$ cat src/rtl/rr_mux_sel_arbiter.sv
// Round-robin arbiter driving the 4:1 data-flow mux selects, with hold timeout
// and a one-cycle break-before-make gap between owners.
module rr_mux_sel_arbiter #(
    parameter int unsigned CNT_W    = 4,
    parameter int unsigned HOLD_MAX = 15
) (
    input  logic       clk,
    input  logic       rst_n,
    input  logic [3:0] req,
    input  logic       done,
    output logic       sel1,
    output logic       sel0,
    output logic [3:0] grant,
    output logic       valid,
    output logic       timeout
);

    localparam logic [CNT_W-1:0] HOLD_LIM = CNT_W'(HOLD_MAX);
    localparam logic [CNT_W-1:0] CNT_SAT  = {CNT_W{1'b1}};
    localparam logic [CNT_W-1:0] CNT_ONE  = CNT_W'(1);

    typedef enum logic [1:0] {
        IDLE  = 2'd0,
        GRANT = 2'd1,
        GAP   = 2'd2
    } state_t;

    state_t           state, state_nxt;
    logic [1:0]       sel, sel_nxt;
    logic [1:0]       ptr, ptr_nxt;
    logic [3:0]       grant_nxt;
    logic             valid_nxt, timeout_nxt;
    logic [CNT_W-1:0] cnt, cnt_nxt;
    logic [1:0]       win, cand;
    logic             win_ok;

    // Search ptr+1, ptr+2, ... mod 4; the last owner is checked last.
    always_comb begin
        win    = ptr;
        win_ok = 1'b0;
        cand   = ptr;
        for (int i = 4; i >= 1; i--) begin
            cand = ptr + 2'(i);
            if (req[cand]) begin
                win    = cand;
                win_ok = 1'b1;
            end
        end
    end

    always_comb begin
        state_nxt   = state;
        sel_nxt     = sel;
        ptr_nxt     = ptr;
        cnt_nxt     = cnt;
        grant_nxt   = grant;
        valid_nxt   = valid;
        timeout_nxt = 1'b0;
        case (state)
            IDLE, GAP: begin
                state_nxt = IDLE;
                valid_nxt = 1'b0;
                grant_nxt = 4'b0000;
                if (win_ok) begin
                    state_nxt = GRANT;
                    sel_nxt   = win;
                    ptr_nxt   = win;
                    grant_nxt = 4'b0001 << win;
                    valid_nxt = 1'b1;
                    cnt_nxt   = CNT_ONE;
                end
            end
            GRANT: begin
                if (done || !req[sel]) begin
                    state_nxt = GAP;
                    valid_nxt = 1'b0;
                    grant_nxt = 4'b0000;
                end else if ((HOLD_MAX != 0) && (cnt == HOLD_LIM)) begin
                    state_nxt   = GAP;
                    valid_nxt   = 1'b0;
                    grant_nxt   = 4'b0000;
                    timeout_nxt = 1'b1;
                end else if (cnt != CNT_SAT) begin
                    cnt_nxt = cnt + CNT_ONE;
                end
            end
            default: begin
                state_nxt = IDLE;
                sel_nxt   = 2'b00;
                ptr_nxt   = 2'd3;
                cnt_nxt   = '0;
                grant_nxt = 4'b0000;
                valid_nxt = 1'b0;
            end
        endcase
    end

    always_ff @(posedge clk or negedge rst_n) begin
        if (!rst_n) begin
            state   <= IDLE;
            sel     <= 2'b00;
            ptr     <= 2'd3;
            cnt     <= '0;
            grant   <= 4'b0000;
            valid   <= 1'b0;
            timeout <= 1'b0;
        end else begin
            state   <= state_nxt;
            sel     <= sel_nxt;
            ptr     <= ptr_nxt;
            cnt     <= cnt_nxt;
            grant   <= grant_nxt;
            valid   <= valid_nxt;
            timeout <= timeout_nxt;
        end
    end

    assign sel1 = sel[1];
    assign sel0 = sel[0];

endmodule

$ cat config.mk
export PLATFORM = sky130hd
export DESIGN_NAME = rr_mux_sel_arbiter
export DESIGN_NICKNAME = d
export VERILOG_FILES = /design/src/rtl/rr_mux_sel_arbiter.sv
export SDC_FILE = /design/constraint.sdc
export NUM_CORES = 1
export LEC_CHECK = 0
export BUFFER_PORTS_ARGS = -buffer_cell sky130_fd_sc_hd__clkbuf_2
export CAP_MARGIN = 20
export CORE_MARGIN = 2
export CORE_UTILIZATION = 50
export CTS_CLUSTER_DIAMETER = 120
export CTS_CLUSTER_SIZE = 25
export DETAILED_ROUTE_END_ITERATION = 8
export GPL_TIMING_DRIVEN = 0
export MAX_ROUTING_LAYER = met4
export PLACE_DENSITY_LB_ADDON = 0.05
export SLEW_MARGIN = 0
export SYNTH_ARGS = -nofsm -noshare
export SYNTH_HDL_FRONTEND = slang
export SYNTH_SLANG_ARGS = --single-unit
$ cat constraint.sdc
create_clock -name clk -period 1.8 [get_ports clk]
set_input_delay 0.18 -clock clk [delete_from_list [all_inputs] [get_ports clk]]
set_output_delay 0.18 -clock clk [all_outputs]
set_load 0.03 [all_outputs]
Word level (Yosys, flattened, before mapping)
Index checks and enable logic that the tools add are counted.

cells by class
  equality and inequality tests = 9
  mux-type cells = 40
  $add $sub $neg = 4
  shift-type cells = 1
  bitwise logic cells = 1
  reductions and logical operators = 6
  order comparisons = 5

operator list
  kind                                                                          count
  4-bit 2-to-1 mux                                                              7
  1-bit 2-to-1 mux                                                              16
  4-bit one-hot mux with 2 select lines                                         2
  2-bit by 3-bit less-than comparator with 1-bit output, second input constant  5
  2-bit 2-to-1 mux                                                              6
  2-bit one-hot mux with 2 select lines                                         3
  1-bit binary-select mux with 2-bit select                                     5
  2-bit != test, second input constant                                          4
  2-bit adder, second input constant                                            2
  4-bit by 1-bit adder with 4-bit output, second input constant                 1
  4-bit equality test, second input constant                                    1
  4-bit != test, second input constant                                          1
  4-bit AND reduction                                                           1
  1-bit by 2-bit << shifter with 4-bit output, first input constant             1
  3-bit != test, second input constant                                          1
  2-bit by 1-bit adder with 2-bit output, second input constant                 1
  2-bit by 1-bit equality test with 1-bit output, second input constant         1
  2-bit equality test, second input constant                                    1
  2-bit zero test                                                               1
  1-bit one-hot mux with 2 select lines                                         1
  2-bit AND reduction                                                           1
  2-bit OR reduction                                                            1
  1-bit zero test                                                               1
  1-bit logical OR                                                              1
  1-bit NOT                                                                     1

word-level totals
  bits in registers = 16
  output and inout bits = 8

Depth between registers and ports, before layout
Gate-level depths: netlist (run 1).

  depth after elaboration = 9
  gate-level depth with buffers = 5

Least setup slack after synthesis (run 1)
OpenSTA, ideal clock, no wires.

  path kind = register -> register
  start = register sel[1]
  end = register cnt[0]
  library setup time = 0.135 ns
  data required time = 1.665 ns
  arrival time = 1.566 ns
  setup slack = 0.098 ns
  buffers on the path = 0
  cell stages (with the launch flop) = 5
  cell sequence = dfrtp_1 -> mux4_2 -> nor2b_1 -> a311oi_1 -> a21oi_1

between the ends
  cells in the longest elaborated chain, start to end = 6

ends and longest elaborated chain
  element                                    line  source
  from (decl)                                29    logic [1:0] sel, sel_nxt;
  from (signal assigned)                     109   sel <= sel_nxt;
  1-bit binary-select mux with 2-bit select  74    if (done || !req[sel]) begin
  1-bit 2-to-1 mux (not written as such)     74
  1-bit zero test                            74
  1-bit logical OR                           74
  2-bit != test (no source line)             n/a
  4-bit AND reduction (no source line)       n/a
  to (signal assigned)                       111   cnt <= cnt_nxt;
  to (decl)                                  33    logic [CNT_W-1:0] cnt, cnt_nxt;

Every way passes these cells. The select of a mux whose other input is x is not followed.
A chain may end at the register's enable or synchronous reset.

Worst setup path in the final report (run 1)
  start = register ptr[1]
  end = register grant[1]

between the ends
  cells in the longest elaborated chain, start to end = 9
  elaborated cells between the ends (all ways) = 21
  those cells by class = add/sub (3); shift (1); mux (17)

ends and longest elaborated chain
  element                                      line  source
  from (decl)                                  30    logic [1:0] ptr, ptr_nxt;
  from (signal assigned)                       110   ptr <= ptr_nxt;
  2-bit adder                                  43    cand = ptr + 2'(i);
  1-bit binary-select mux with 2-bit select    44    if (req[cand]) begin
  1-bit 2-to-1 mux (not written as such)       44
  2-bit 2-to-1 mux (3 in series)               44
  1-bit by 2-bit << shifter with 4-bit output  68    grant_nxt = 4'b0001 << win;
  4-bit 2-to-1 mux (*)                         64    if (win_ok) begin
  4-bit one-hot mux with 2 select lines (*)    59    case (state)
  to (signal assigned)                         112   grant <= grant_nxt;
  to (decl)                                    13    output logic [3:0] grant,

Every way passes the cells marked *; elsewhere a longest branch is shown, timed or not. The select of a mux whose other input is x is not followed.

==> impl_metrics.yaml, run 1 <==
timing:
  period_share_pct: 92.7
  hold_viol: 0
  fin_ws_ns: 0.131
  min_period_ns: 1.67
  finalSetupTns_ns: 0
  fmax_ghz: 0.599
  tightest_slew_ns: 0.561
  drv_slew: 0
  relSlewSlack_pct: 62.3
  rsz0062_at_grt: "false"
  setup_viol: 0
  finClkSkew_ns: 0.00919
  hold_ws_ns: 0.192
die:
  die_w_um: 43.7
  die_h_um: 43.7
  boundaryPins: 15
  core_area_um2: 1490
  dieArea_um2: 1910
  rows: 14
  initial_core_util_pct: 53.0
synth:
  synth.avg_cell_area_um2: 10.7
  yosysSeqAreaShare_pct: 51.0
  synth_top_family_by_area: "compound AO/OA/AOI/OAI gates"
  synthCells: 74
  synth_compound_area_share_pct: 22.0
  ys.flop_type: "dfrtp_1"
  syn-num-nets: 82
  yosysTopAreaCell: "dfrtp_1"
  synthMuxAreaShare_pct: 4.12
  yosys-top-cells-area: "dfrtp_1, dfstp_2, nand2_1, nand2b_1, mux4_2"
  yosysUniqueCellTypes: 33
  synth-warning-count: 0
  synth-xor-area-share_pct: 0
  synth_fa_ha_area_share_pct: 1.58
  netlist_area_um2: 790
  synth_edf_count: 0
  ys_ff_latch: 16
  synth_simple_gate_area_share_pct: 20.3
  yosysTopAreaCellShare_pct: 44.4
  async_flop_share_pct: 100
worst_setup_path:
  crit_arrival_ns: 1.85
  critical_path_class: "reg -> reg"
  critPathMaxFanout: 7
  slowest_stage: "dfstp_2"
  required_ns: 1.98
  worst-r2r-setup-slack_ns: 0.13
  crit_path_end: "grant[1]$_DFFE_PN0P_"
  timing.rr.start: "ptr[1]$_DFFE_PN1P_"
  timing.rr.end: "grant[1]$_DFFE_PN0P_"
  cp-end-kind: "flip-flop"
  reg2regPathDepth: 5
  cp-start-kind: "flip-flop"
  startpoint: "ptr[1]$_DFFE_PN1P_"
  critPathMaxStageDelay_ns: 0.52
  worstPathCellList: "clkbuf_1, nand3b_1, a31oi_1, nor3_1, a22o_1"
route:
  drcViolationCount: 0
  first_pass_iters: 4
  avgRoutedWirePerCell_um: 16.1
  drt-vias-per-instance: 5.95
  vias: 649
  ant_nets: 0
  drt_iter0_drc: 25
  routed_wirelength_mm: 1.76
final_layout:
  diodes: 0
  fill_cells: 130
  fin_area_um2: 918
  nNetsFinal: 102
  syn2layout_area_growth_pct: 16.3
  postLayoutCoreUtil_pct: 61.7
  fin_cells: 109
  drive_gt1_share_pct: 25.8
cts:
  htree_num_levels: 1
  cts_made_buffers: 3
  path_clk_slew_ns: 0.10
  numClockSinks: 16
  cts_tree: "built"
  cts_root_buf: "clkbuf_4"
  clock_latency_ns: 0.29
  cts_buffer_depth: 2
  post-cts-setup-buffers: 0
power_and_ir_drop:
  leakage_nw: 0.411
  power.density_nw_per_um2: 1700
  ir_drop_v: 0.000846
  p_total_mw: 1.56
placed_design:
  gp_congestion: 0.826
  dp.cells: 104
  place_area_um2: 880
  post-place-ws_ns: 0.166
  portBuffers: 14
  dpl.hpwl_mm: 1.20
global_route:
  grt_use_total_pct: 21.9
  grt-ovfl-total: 0
  grt_pass1_wl_mm: 2.85
  grt_max_degree: 17
  antenna_found_initial: 0
  grt_pass1_vias: 615
outcome:
  status: "finished clean"
job:
  drv_cap: 0
worst_hold_path:
  min-delay-path-class: "in -> reg"
cell usage in the layout (no fill, tap or decap):
| master | n |
|---|---|
| o2bb2ai_1 | 2 |
| nor2_2 | 1 |
| o21a_1 | 1 |
| nand2b_1 | 4 |
| a311oi_1 | 1 |
| clkbuf_4 | 3 |
| clkbuf_1 | 3 |
| dfrtp_1 | 14 |
| and2b_1 | 1 |
| mux2i_1 | 1 |
| a32o_1 | 1 |
| nor2b_1 | 2 |
| o22ai_1 | 1 |
| a31o_2 | 1 |
| a21oi_1 | 3 |
| nor2_1 | 3 |
| o21ai_0 | 3 |
| clkbuf_2 | 14 |
| a31oi_1 | 3 |
| or4_1 | 1 |
| mux4_2 | 1 |
| a32oi_1 | 1 |
| ha_1 | 1 |
| dlygate4sd3_1 | 1 |
| a22o_1 | 2 |
| dfstp_2 | 2 |
| nand3_1 | 2 |
| nand2b_2 | 1 |
| o32a_1 | 1 |
| nor4_2 | 1 |
| nor3_1 | 3 |
| a21o_1 | 2 |
| o31ai_1 | 1 |
| nor4b_1 | 1 |
| a211oi_1 | 1 |
| nand3b_1 | 1 |
| nand2_1 | 8 |
worst min path at each step:
stage,cells past startpoint,from,to
final,3,done,timeout$_DFF_PN0_
after global routing,3,done,timeout$_DFF_PN0_
after CTS,3,done,timeout$_DFF_PN0_
after detailed placement,1,rst_n,timeout$_DFF_PN0_
after global placement,1,rst_n,timeout$_DFF_PN0_
after floorplan,0,rst_n,cnt[0]$_DFFE_PN0P_
registers in the layout (all words and copies together) (netlist names):
name	flops
cnt	4
grant	4
ptr	2
sel	2
state	2
timeout	1
valid	1
critical path: cells and delay by family, from the launching register on:
kind,cells,cell delay (ns)
AOI/OAI and AO/OA,2,0.59
buffers and inverters,1,0.24
and+or+nand+nor,2,0.22
DFF,1,0.52
final cells by class:
class | instances | area (um2) | area share [%]
multi-input cells | 56 | 382 | 41.6
well taps | 16 | 20.0 | 2.18
plain buffers | 2 | 7.51 | 0.817
clock buffers | 4 | 26.3 | 2.86
repair buffers | 15 | 80.1 | 8.72
flip-flops and latches | 16 | 403 | 43.9
cells by family after synthesis:
logic type               count (synthesis)
flip-flops                              16
AND/OR/NAND/NOR                         29
multiplexers                             2
adder cells (fa/ha/maj)                  1
buffers and inverters                    2
AO/OA/AOI/OAI                           24
where the power goes:
part / internal (mW) / switching [mW] / total (mW) / leakage, nW
Clock: 0.0862 / 0.115 / 0.202 / 0.0150
Combinational: 0.274 / 0.486 / 0.760 / 0.194
Sequential: 0.507 / 0.0936 / 0.601 / 0.202
what timing repair did:
item,CTS,global route
setup endpoints to repair,0,4
hold buffers,1,0
resized for setup,0,1
endpoints found under the hold margin,14,0
synth_stat cells (2+ instances only):
| cell type | instances |
|---|---|
| a22o_1 | 2 |
| clkbuf_1 | 2 |
| nor2b_1 | 2 |
| nor3_1 | 3 |
| dfstp_2 | 2 |
| o2bb2ai_1 | 2 |
| nand2_1 | 8 |
| nand3_1 | 2 |
| a31oi_1 | 3 |
| dfrtp_1 | 14 |
| a21o_1 | 2 |
| a21oi_1 | 3 |
| nor2_1 | 4 |
| nand2b_1 | 4 |
| o21ai_0 | 3 |
metal layers:
layer	wire length, um	up-vias	global-route usage [%]	part of all wire [%]
met4	25	0	8.48	1.4
met2	818	17	32.6	47
met1	838	303	28.8	48
met5	0	-	-	0
li1	-	323	-	-
met3	76	6	5.42	4.3
(Power assumes the default switching activity.)
==> run 2: changes to the inputs <==
clock period = 2.1 ns   (was 1.8 ns; I/O delays follow)
==> run 2 against run 1 <==
Critical path depth is the same; core utilization shrank 0.17 points; clock-buffer cell count is the same; combinational power shrank 15%; sequential share of layout area grew 0.12 points; routed wire length grew 0.17%; worst setup slack gained 0.26 ns; hold slack gained 0.030 ns; non-clock buffer count is the same; clock skew is essentially flat; fmax shrank 2.2%; via count grew 1.2%.
==> impl_metrics.yaml, run 2 (same netlist as run 1, synthesis figures left out) <==
worst_setup_path:
  cp-start-kind: "flip-flop"
  critPathMaxFanout: 5
  crit_arrival_ns: 1.94
  cp-end-kind: "flip-flop"
  critical_path_class: "reg -> reg"
  required_ns: 2.33
cts:
  ctsResizeCount: 0
  htree_num_levels: 1
  post-cts-setup-buffers: 0
  cts_buffer_depth: 2
  path_clk_slew_ns: 0.10
  cts_hold_repair.buffers: 1
  cts_tree: "built"
  cts_made_buffers: 3
  numClockSinks: 16
  cts_root_buf: "clkbuf_4"
  clock_latency_ns: 0.29
route:
  first_pass_iters: 4
  avgRoutedWirePerCell_um: 16.2
  ant_nets: 0
  routed_wirelength_mm: 1.76
  drt_iter0_drc: 25
  drt-vias-per-instance: 6.03
  vias: 657
  drcViolationCount: 0
timing:
  period_share_pct: 81.2
  hold_viol: 0
  finalSetupTns_ns: 0
  relSlewSlack_pct: 58.3
  hold_ws_ns: 0.222
  rsz0062_at_grt: "false"
  tightest_slew_ns: 0.620
  setup_viol: 0
  fmax_ghz: 0.586
  min_period_ns: 1.71
  drv_slew: 0
  finClkSkew_ns: 0.00969
global_route:
  antenna_found_initial: 0
  grt-ovfl-total: 0
  grt_use_total_pct: 21.9
  grt_pass1_wl_mm: 2.85
  grt_pass1_vias: 615
  grt_max_degree: 17
final_layout:
  reg_top3: "cnt x4, grant x4"
  drive_gt1_share_pct: 24.7
  fill_cells: 127
  postLayoutCoreUtil_pct: 61.5
  final_cell_mix: "dfrtp_1, clkbuf_2, nand2_1, nand2b_1, nor2_1"
  syn2layout_area_growth_pct: 16.0
  diodes: 0
  nNetsFinal: 102
  fin_area_um2: 916
power_and_ir_drop:
  pwr-share-clk_pct: 13.0
  switchingPower_mw: 0.593
  ir_drop_v: 0.000751
  p_comb_share_pct: 48.4
  leakage_nw: 0.411
  swShare_pct: 44.4
  intPower_mw: 0.742
  power.density_nw_per_um2: 1460
  seqPwrFrac_pct: 38.6
placed_design:
  portBuffers: 14
  dpl.hpwl_mm: 1.20
  place_area_um2: 880
  gp_congestion: 0.826
die:
  initial_core_util_pct: 53.0
  boundaryPins: 15
  die_w_um: 43.7
  rows: 14
  die_h_um: 43.7
  core_area_um2: 1490
  dieArea_um2: 1910
job:
  drv_cap: 0
outcome:
  status: "finished clean"
worst_hold_path:
  min-delay-path-class: "in -> reg"
[run 2: cell counts in the layout (fill, tap and decap cells not counted)]
No cell type changed its count.
[run 2: layout make-up]
cell class / instances / area [um2] / share of cell area (%)
multi-input cells: 56 / 379 / 41.4
flip-flops and latches: 16 / 403 / 44.0
well taps: 16 / 20.0 / 2.19
plain buffers: 2 / 7.51 / 0.820
repair buffers: 15 / 80.1 / 8.74
clock buffers: 4 / 26.3 / 2.87
[run 2: path summary, 6_finish.rpt]
| path | cells after the start | endpoint | slack [ns] | startpoint |
|---|---|---|---|---|
| min reg2reg | 1 | grant[0]$_DFFE_PN0P_ | 0.49 | grant[0]$_DFFE_PN0P_ |
| max | 5 | grant[1]$_DFFE_PN0P_ | 0.39 | cnt[0]$_DFFE_PN0P_ |
| max in group asynchronous | 2 | ptr[0]$_DFFE_PN1P_ | 1.41 | rst_n |
| max reg2reg | 5 | grant[1]$_DFFE_PN0P_ | 0.39 | cnt[0]$_DFFE_PN0P_ |
| min | 3 | timeout$_DFF_PN0_ | 0.22 | done |
| min in group asynchronous | 2 | timeout$_DFF_PN0_ | 0.36 | rst_n |
[run 2: through the flow]
stage,setup WS [ns],total power [mW],instances
2_1_floorplan,0.398,0.982,74
3_3_place_gp,0.445,1.14,104
3_5_place_dp,0.466,1.15,104
4_1_cts,0.391,1.33,109
5_1_grt,0.271,1.42,109
6_report,0.394,1.33,109
[run 2: power by group through the flow]
stage,sequential (mW),combinational (mW),clock [mW]
2_1_floorplan,0.622,0.359,0
3_3_place_gp,0.512,0.631,0
3_5_place_dp,0.518,0.636,0
4_1_cts,0.515,0.646,0.173
5_1_grt,0.533,0.705,0.187
6_report,0.515,0.646,0.174
[run 2: worst max-delay path, stage by stage, from the launching register on]
cell and delay [ns]:
dfrtp_1 0.43, ha_1 0.25, a31oi_1 0.31, nand2_1 0.17, nor2_1 0.28, a22o_1 0.20
[run 2: metal layers]
layer  wire, um  part of all wire [%]  global-route usage (%)  vias to the layer above
li1           -                     -                       -                      324
met1        848                    48                    28.8                      303
met2        798                    45                    32.6                       20
met3         80                   4.5                    5.42                       10
met4         34                   1.9                    8.48                        0
met5          0                     0                       -                        -
==> run 3: changes to the inputs <==
ABC_AREA = 1   (was unset)
clock period = 1.6 ns   (was 2.1 ns; I/O delays follow)
==> run 3 against run 2 <==
The run now ends with negative setup slack left; design area grew 37%; area after synthesis rose by 26%; clock-buffer cell count is the same; sequential share of layout area is 12 points lower; via count increased by 44%; global-route usage shrank 1.2 points; critical endpoint is now grant[3]$_DFFE_PN0P_; largest cell class is now multi-input combinational cells; largest power group unchanged; highest routed layer unchanged.
==> impl_metrics.yaml, run 3 <==
synth:
  syn-num-nets: 143
  synth_edf_count: 0
  yosysUniqueCellTypes: 25
  ys_ff_latch: 16
  netlist_area_um2: 998
  synth-warning-count: 0
  synthMostInstantiatedCell: "nand2_1"
  yosysSeqAreaShare_pct: 40.4
  async_flop_share_pct: 100
  yosysTopAreaCell: "dfrtp_1"
  yosys-top-cells-area: "dfrtp_1, nand2_1, nand3_1, inv_1, dfstp_2"
  synthCells: 135
  synthTopCellsByCount: "nand2_1, inv_1, dfrtp_1, nand3_1, nand2_2"
  ys.flop_type: "dfrtp_1"
  yosysTopAreaCellShare_pct: 35.1
  synth.avg_cell_area_um2: 7.40
final_layout:
  diodes: 0
  syn2layout_area_growth_pct: 25.6
  reg_top3: "cnt x4, grant x4"
  regArea_um2: 403
  drive_gt1_share_pct: 33.3
  fin_cells: 186
  final_cell_mix: "nand2_1, inv_1, dfrtp_1, clkbuf_2, nand2_2"
  nNetsFinal: 168
  final_common_cell: "nand2_1"
  fill_cells: 176
  multi_input_area_um2: 553
timing:
  finalSetupTns_ns: -0.0529
  drv_slew: 0
  tightest_slew_ns: 0.401
  period_share_pct: 102
  fin_ws_ns: -0.0279
  relSlewSlack_pct: 73.3
  finClkSkew_ns: 0.00952
  rsz0062_at_grt: "true"
  min_period_ns: 1.63
  setup_viol: 3
  fmax_ghz: 0.614
  hold_viol: 0
global_route:
  grt-ovfl-total: 0
  grt_pass1_wl_mm: 3.77
  use_met1_pct: 24.9
  grt_pass1_vias: 929
  met2_usage_pct: 35.6
  grt_max_degree: 17
  met3_usage_pct: 5.56
  antenna_found_initial: 0
  grt_use_total_pct: 20.7
  grt.busiest_layer: "met2"
worst_setup_path:
  cp-end-kind: "flip-flop"
  timing.rr.end: "grant[3]$_DFFE_PN0P_"
  worst-r2r-setup-slack_ns: -0.03
  timing.rr.start: "ptr[0]$_DFFE_PN1P_"
  reg2regPathDepth: 12
  required_ns: 1.83
  critPathMaxFanout: 4
  cp-start-kind: "flip-flop"
  critical_path_class: "reg -> reg"
  crit_arrival_ns: 1.85
job:
  drv_cap: 0
die:
  core_area_um2: 1920
  rows: 16
  boundaryPins: 15
  dieArea_um2: 2370
  die_w_um: 48.7
  die_h_um: 48.7
  initial_core_util_pct: 52.0
worst_hold_path:
  hold_path_depth: 4
  min-delay-path-class: "in -> reg"
  hp-start: "done"
  min_to: "timeout$_DFF_PN0_"
cts:
  cts_tree: "built"
  cts_buffer_depth: 2
  htree_num_levels: 1
  numClockSinks: 16
  cts_made_buffers: 3
  clock_latency_ns: 0.29
  cts_root_buf: "clkbuf_4"
  path_clk_slew_ns: 0.10
route:
  routed_wirelength_mm: 2.23
  first_pass_iters: 5
  drcViolationCount: 0
  drt-vias-per-instance: 5.08
  drt_iter0_drc: 26
  ant_nets: 0
  avgRoutedWirePerCell_um: 12.0
  vias: 945
placed_design:
  portBuffers: 14
  gp_congestion: 0.836
  dpl.hpwl_mm: 1.60
  dp.cells: 176
power_and_ir_drop:
  seqPwrFrac_pct: 25.8
  switchingPower_mw: 1.38
  intPower_mw: 1.36
  leakage_nw: 0.699
  swShare_pct: 50.2
  power.density_nw_per_um2: 2190
  p_comb_share_pct: 64.5
  pwr-share-clk_pct: 9.8
  ir_drop_v: 0.00135
outcome:
  violations: "negative setup slack"
  status: "finished, violations left"
-- run 3: worst max-delay path, stage by stage (launching register included) --
cell       delay, ns
dfstp_2         0.56
buf_4           0.12
clkbuf_16       0.12
nand2_1         0.07
nand3_1         0.11
nand2_1         0.08
inv_1           0.08
nand2_2         0.06
nand2_1         0.07
nand2_2         0.07
nand2_2         0.08
nand3_1         0.08
nand2_1         0.06
-- run 3: how the worst max path moves through the flow --
stage	endpoint	startpoint	slack, ns
after detailed placement	sel[0]$_DFFE_PN0P_	ptr[0]$_DFFE_PN1P_	0.04
after global routing	grant[1]$_DFFE_PN0P_	ptr[0]$_DFFE_PN1P_	-0.14
after CTS	sel[0]$_DFFE_PN0P_	ptr[0]$_DFFE_PN1P_	0.02
after floorplan	state[0]$_DFFE_PN0P_	ptr[0]$_DFFE_PN1P_	0.15
final	grant[3]$_DFFE_PN0P_	ptr[0]$_DFFE_PN1P_	-0.03
after global placement	cnt[0]$_DFFE_PN0P_	ptr[0]$_DFFE_PN1P_	0.06
-- run 3: layout make-up --
type / count / share of cell area (%)
inverter: 18 / 6.19
sequential: 16 / 32.1
timing repair buffer: 20 / 10.8
clock buffer: 4 / 2.89
tap: 27 / 2.69
multi-input combinational: 100 / 44.1
buffer: 1 / 1.20
-- run 3: repair_timing --
item,CTS,global route
buffers inserted,0,4
hold endpoints to repair,14,0
setup endpoints to repair,0,13
resized for setup,0,14
hold buffers,1,0
-- run 3: power by group through the flow --
stage	clock, mW	combinational [mW]	sequential [mW]
finish	0.267	1.77	0.706
global route	0.289	1.97	0.728
CTS	0.274	1.45	0.694
detailed placement	0	1.45	0.703
global placement	0	1.41	0.694
floorplan	0	1.04	0.795
-- run 3: kinds of logic (layout without fill, tap and decap cells) --
logic type               Yosys count  count (layout)  synth area share [%]
AND/OR/NAND/NOR                   91              91                  44.2
buffers and inverters             19              43                  8.65
flip-flops                        16              16                  40.4
AO/OA/AOI/OAI                      8               8                  5.51
adder cells (fa/ha/maj)            1               1                  1.25
-- run 3: metrics by stage --
stage               worst slack [ns]  power [mW]  util (%)  instance area, um2  hold WS (ns)
floorplan                      0.154        1.84         -                 998        -0.136
global placement              0.0590        2.11      57.4                1100         0.101
detailed placement            0.0390        2.15      57.4                1100         0.107
CTS                           0.0193        2.42      59.8                1150         0.175
global route                  -0.143        2.99      65.2                1250         0.188
finish                       -0.0279        2.74      65.2                1250         0.179
-- run 3: layer usage --
layer / wire length [um] / vias to the layer above
met5: 0 / -
met4: 8 / 0
li1: - / 476
met2: 1140 / 20
met3: 95 / 2
met1: 992 / 447
